File: src/rtl/spi_mem_master.sv
// SPI memory transaction engine: mode-0 command/address/data frames, ROM on spi_cs0, RAM on spi_cs1.
// Define SPI_MEM_WRITE_EN to enable 0x02 write frames; writes aimed at ROM are rejected.
module spi_mem_master #(
  parameter int unsigned ADDR_W  = 16,
  parameter int unsigned DATA_W  = 16,
  parameter int unsigned CLK_DIV = 1
) (
  input  logic              clk,
  input  logic              rst,
  input  logic              req_valid,
  output logic              req_ready,
  input  logic              req_we,
  input  logic [ADDR_W-1:0] req_addr,
  input  logic [DATA_W-1:0] req_wdata,
  output logic              rsp_valid,
  output logic [DATA_W-1:0] rsp_rdata,
  output logic              rsp_err,
  output logic              spi_cs0,
  output logic              spi_cs1,
  output logic              spi_clk,
  output logic              spi_mosi,
  input  logic              spi_miso
);
  localparam int unsigned NBITS = 32 + DATA_W;
  localparam int unsigned BIT_W = $clog2(NBITS);
  localparam int unsigned DIV_W = (CLK_DIV > 1) ? $clog2(CLK_DIV) : 1;

`ifdef SPI_MEM_WRITE_EN
  typedef enum logic [2:0] {StIdle, StShift, StHold, StGap, StReject} state_e;
`else
  typedef enum logic [1:0] {StIdle, StShift, StHold, StGap} state_e;
`endif

  state_e            state_q;
  logic [NBITS-1:0]  tx_q;
  logic [DATA_W-1:0] rx_q;
  logic [BIT_W-1:0]  bit_q;
  logic [DIV_W-1:0]  div_q;
  logic [23:0]       byte_addr;
  logic [NBITS-1:0]  frame;
  logic              wr_cur;

  assign byte_addr = 24'({req_addr[ADDR_W-2:0], 1'b0});

`ifdef SPI_MEM_WRITE_EN
  logic wr_q;
  logic err_q;
  logic reject;
  assign reject  = req_we & ~req_addr[ADDR_W-1];
  assign frame   = req_we ? {8'h02, byte_addr, req_wdata} : {8'h03, byte_addr, DATA_W'(0)};
  assign wr_cur  = wr_q;
  assign rsp_err = err_q;
`else
  logic unused_wr;
  assign unused_wr = ^{req_we, req_wdata};
  assign frame     = {8'h03, byte_addr, DATA_W'(0)};
  assign wr_cur    = 1'b0;
  assign rsp_err   = 1'b0;
`endif

  always_ff @(posedge clk) begin
    if (rst) begin
      state_q   <= StIdle;
      req_ready <= 1'b0;
      rsp_valid <= 1'b0;
      rsp_rdata <= '0;
      spi_cs0   <= 1'b1;
      spi_cs1   <= 1'b1;
      spi_clk   <= 1'b0;
      spi_mosi  <= 1'b0;
      tx_q      <= '0;
      rx_q      <= '0;
      bit_q     <= '0;
      div_q     <= '0;
`ifdef SPI_MEM_WRITE_EN
      wr_q      <= 1'b0;
      err_q     <= 1'b0;
`endif
    end else begin
      rsp_valid <= 1'b0;
      unique case (state_q)
        StIdle: begin
          req_ready <= 1'b1;
          if (req_valid && req_ready) begin
            req_ready <= 1'b0;
`ifdef SPI_MEM_WRITE_EN
            wr_q <= req_we;
            if (reject) begin
              state_q   <= StReject;
              rsp_valid <= 1'b1;
              err_q     <= 1'b1;
              rsp_rdata <= '0;
            end else
`endif
            begin
              state_q  <= StShift;
              spi_cs0  <= req_addr[ADDR_W-1];
              spi_cs1  <= ~req_addr[ADDR_W-1];
              spi_clk  <= 1'b0;
              spi_mosi <= frame[NBITS-1];
              tx_q     <= {frame[NBITS-2:0], 1'b0};
              bit_q    <= '0;
              div_q    <= '0;
            end
          end
        end
        StShift: begin
          if (div_q == DIV_W'(CLK_DIV - 1)) begin
            div_q   <= '0;
            spi_clk <= ~spi_clk;
            // End of high phase: sample miso, then present the next bit as the low phase starts.
            if (spi_clk) begin
              if (bit_q >= BIT_W'(32) && !wr_cur) rx_q <= {rx_q[DATA_W-2:0], spi_miso};
              if (bit_q == BIT_W'(NBITS - 1)) begin
                state_q  <= StHold;
                spi_mosi <= 1'b0;
              end else begin
                bit_q    <= bit_q + 1'b1;
                spi_mosi <= tx_q[NBITS-1];
                tx_q     <= {tx_q[NBITS-2:0], 1'b0};
              end
            end
          end else begin
            div_q <= div_q + 1'b1;
          end
        end
        StHold: begin
          state_q   <= StGap;
          spi_cs0   <= 1'b1;
          spi_cs1   <= 1'b1;
          spi_mosi  <= 1'b0;
          rsp_valid <= 1'b1;
          rsp_rdata <= wr_cur ? '0 : rx_q;
`ifdef SPI_MEM_WRITE_EN
          err_q     <= 1'b0;
`endif
        end
        StGap: begin
          state_q   <= StIdle;
          req_ready <= 1'b1;
        end
`ifdef SPI_MEM_WRITE_EN
        StReject: begin
          state_q   <= StIdle;
          req_ready <= 1'b1;
        end
`endif
        default: state_q <= StIdle;
      endcase
    end
  end

endmodule

File: config.mk
export PLATFORM = sky130hd
export DESIGN_NAME = spi_mem_master
export DESIGN_NICKNAME = d
export VERILOG_FILES = /design/src/rtl/spi_mem_master.sv
export SDC_FILE = /design/constraint.sdc
export NUM_CORES = 1
export LEC_CHECK = 0
export ABC_AREA = 1
export CAP_MARGIN = 40
export CORE_ASPECT_RATIO = 1.75
export CORE_MARGIN = 1
export CORE_UTILIZATION = 52
export DETAILED_ROUTE_END_ITERATION = 12
export GPL_ROUTABILITY_DRIVEN = 0
export GPL_TIMING_DRIVEN = 0
export MAX_ROUTING_LAYER = met4
export PLACE_DENSITY = 0.89
export SLEW_MARGIN = 5
export SYNTH_ARGS = -nofsm -noshare
export SYNTH_HDL_FRONTEND = slang
export SYNTH_SLANG_ARGS = --single-unit
File: constraint.sdc
create_clock -name clk -period 1.7 [get_ports clk]
set_input_delay 0.34 -clock clk [delete_from_list [all_inputs] [get_ports clk]]
set_output_delay 0.34 -clock clk [all_outputs]
set_load 0.05 [all_outputs]
==> flow_summary.ini <==
[outcome]
status = completed

[final_layout]
syn_to_final_growth_pct = 25.4
nets = 579
drive_above_1_share_pct = 12.1
diodes = 0
final_cell_area_um2 = 4250
final_util_pct = 68.3

[critical_path]
critical_path.cell_chain = dlygate4sd2_1
critical_path_class = reg2out
timing.critical_path.arrival_ns = 1.35
reg2reg_slack_ns = 0.08
endpoint_kind = output pin
ff2ff_path_depth = 8
crit_path_max_fanout = 4
critPathLaunchType = flip-flop
timing.rr.end = tx_q[23]
slowest_delay_ns = 0.58
critPathTopFamily = buffers and inverters
cp.required_ns = 1.36
crit_buf_inv = 1
critPathSlowestCell = dlygate4sd2_1
timing.rr.start = bit_q[0]

[cts]
cts_buffers = 9
clkTransAtPathRegs_ns = 0.08
h-tree-depth = 3
cts_tree = yes
clockBufferDepth = 2
cts_root_buffer = clkbuf_8
clkLatencyLatePin_ns = 0.36
clock-sinks = 76

[synth]
netlist_area_um2 = 3390
syn_nets = 521
synthCells = 477
ys_types = 21
synth_top_cell_by_area = dfxtp_1
ys_seq_elements = 76
synth.top_cell.area_share_pct = 44.9
yosysSeqAreaShare_pct = 44.9
syn_area_per_cell_um2 = 7.11
yosysWarnings = 0
synth_area_leaders = dfxtp_1, nand2_1, a21oi_1, nand3_1, o21ai_0

[sta]
period_needed_ns = 1.69
fin_skew_ns = 0.00437
period_share_pct = 99.6
final_max_slew_viol_count = 0
hold_viol = 0
relSlewSlack_pct = 63.0
whs_ns = 0.465
setup_violations = 0
fmax_mhz = 591
setup_ws_ns = 0.00734
max_slew.worst_pin.slew_ns = 0.555

[drt]
via_count = 3358
vias_per_cell = 5.42
routedWlPerCell_um = 13.8
drc_errors = 0
ant_nets = 0
drt_wl_total_um = 8570
dr.pass1.iters = 10
drt_iter0_drc = 247

[floorplan]
die_h_um = 109
initial_utilization_pct = 54.4
io_pins = 60
core_area_um2 = 6230
dieArea_um2 = 6860
rows = 38
dieWidth_um = 63.0

[worst_hold_path]
hold_end = tx_q[18]
worstHoldPathType = reg2reg
hold_depth = 2
hp-start = tx_q[18]

[placement]
port_buffers = 41
place_ws_ns = -0.274
place_area_um2 = 3900
hpwl_um = 5550

[grt]
grt_max_degree = 13
gr-total-overflow = 0
grtUsageTotal_pct = 26.3
antenna_found_initial = 0
grt_pass1_vias = 3299
grt_pass1_wl_um = 13800

[power_and_ir_drop]
power.total_mw = 7.58
power_density_nw_per_um2 = 1780
ir_worst_vdd_uv = 1280
leakage_nw = 1.85

[flow_run]
max_cap_viol_count = 0
==> through the flow <==
| stage | std cells | setup TNS (ns) |
|---|---|---|
| 3_5_place_dp | 598 | -13.21 |
| 4_1_cts | 616 | 0 |
| 2_1_floorplan | 477 | 0 |
| 3_3_place_gp | 598 | -11.61 |
| 5_1_grt | 619 | -0.524 |
| 6_report | 619 | 0 |
==> synthesized netlist by cell type <==
cell type,count
nand2_1,106
dfxtp_1,76
a21oi_1,56
nor2_1,49
inv_1,48
nand3_1,43
o21ai_0,37
clkbuf_1,15
a21boi_0,14
buf_2,11
ha_1,7
buf_4,4
nor2_4,2
nor3_1,2
buf_1,1
buf_6,1
conb_1,1
nand2_2,1
nand2_4,1
nand3_4,1
nor2_2,1
==> cell usage in the layout (no fill, tap or decap), drive strengths merged <==
| cell type | synthesis | layout |
|---|---|---|
| a21oi | 56 | 56 |
| o21ai | 37 | 37 |
| bufinv | 0 | 2 |
| buf | 17 | 25 |
| nor3 | 2 | 2 |
| a21boi | 14 | 14 |
| nand2 | 108 | 108 |
| clkinv | 0 | 1 |
| clkdlybuf4s50 | 0 | 19 |
| nor2 | 52 | 53 |
| conb | 1 | 1 |
| ha | 7 | 7 |
| dfxtp | 76 | 76 |
| inv | 48 | 48 |
| dlygate4sd2 | 0 | 22 |
| clkbuf | 15 | 23 |
| nand3 | 44 | 44 |
| clkinvlp | 0 | 1 |
==> logic make-up (layout without fill, tap and decap cells) <==
group                    Yosys count  after routing  synth area share, %
AND/OR/NAND/NOR                  206            207                 25.7
AO/OA/AOI/OAI                    107            107                 16.8
buffers and inverters             80            141                 9.93
flip-flops                        76             76                 44.9
adder cells (fa/ha/maj)            7              7                 2.58
other                              1              1                0.111
==> layer usage <==
| metal | track usage (%) | vias to the layer above | wire length [um] |
|---|---|---|---|
| met1 | 24.3 | 1553 | 3360 |
| met5 | - | - | 0 |
| li1 | - | 1640 | - |
| met2 | 47.2 | 120 | 4450 |
| met4 | 16.9 | 0 | 378 |
| met3 | 6.90 | 45 | 378 |
==> what timing repair did <==
action                                  CTS  global route
pin swaps                                 1             4
buffers inserted                          2             4
gates cloned                              1             0
endpoints found under the setup margin   77            66
hold buffers                              0             0
resized for setup                        38            32
==> sequential cells by signal (all words and copies together), names as in the netlist <==
name,flops
tx_q,30
rsp_rdata,16
rx_q,16
bit_q,6
state_q,2
req_ready,1
rsp_valid,1
spi_clk,1
spi_cs0,1
spi_cs1,1
spi_mosi,1
==> worst max path at each step <==
stage | startpoint | to | slack, ns | cells past startpoint
finish | spi_clk | spi_clk | 0.007 | 1
global route | bit_q[0] | tx_q[43] | -0.04 | 9
CTS | state_q[0] | bit_q[1] | 0.001 | 9
detailed placement | rst | rsp_rdata[2] | -0.27 | 6
global placement | req_valid | tx_q[47] | -0.27 | 9
floorplan | req_ready | bit_q[5] | 0.04 | 8
==> layout make-up <==
type,instances,area (um2)
tap,80,100
buffer,31,193
clock buffer,11,151
timing repair buffer,47,440
fill,485,1980
sequential,76,1530
multi-input combinational,322,1590
inverter,48,180
clock inverter,4,72.6
==> where the power goes <==
part	total [mW]	internal, mW	switching, mW
combinational	3.55	1.26	2.29
clock	1.56	0.896	0.660
sequential	2.47	2.22	0.252
total	7.58	4.38	3.20
(Power assumes the default switching activity.)
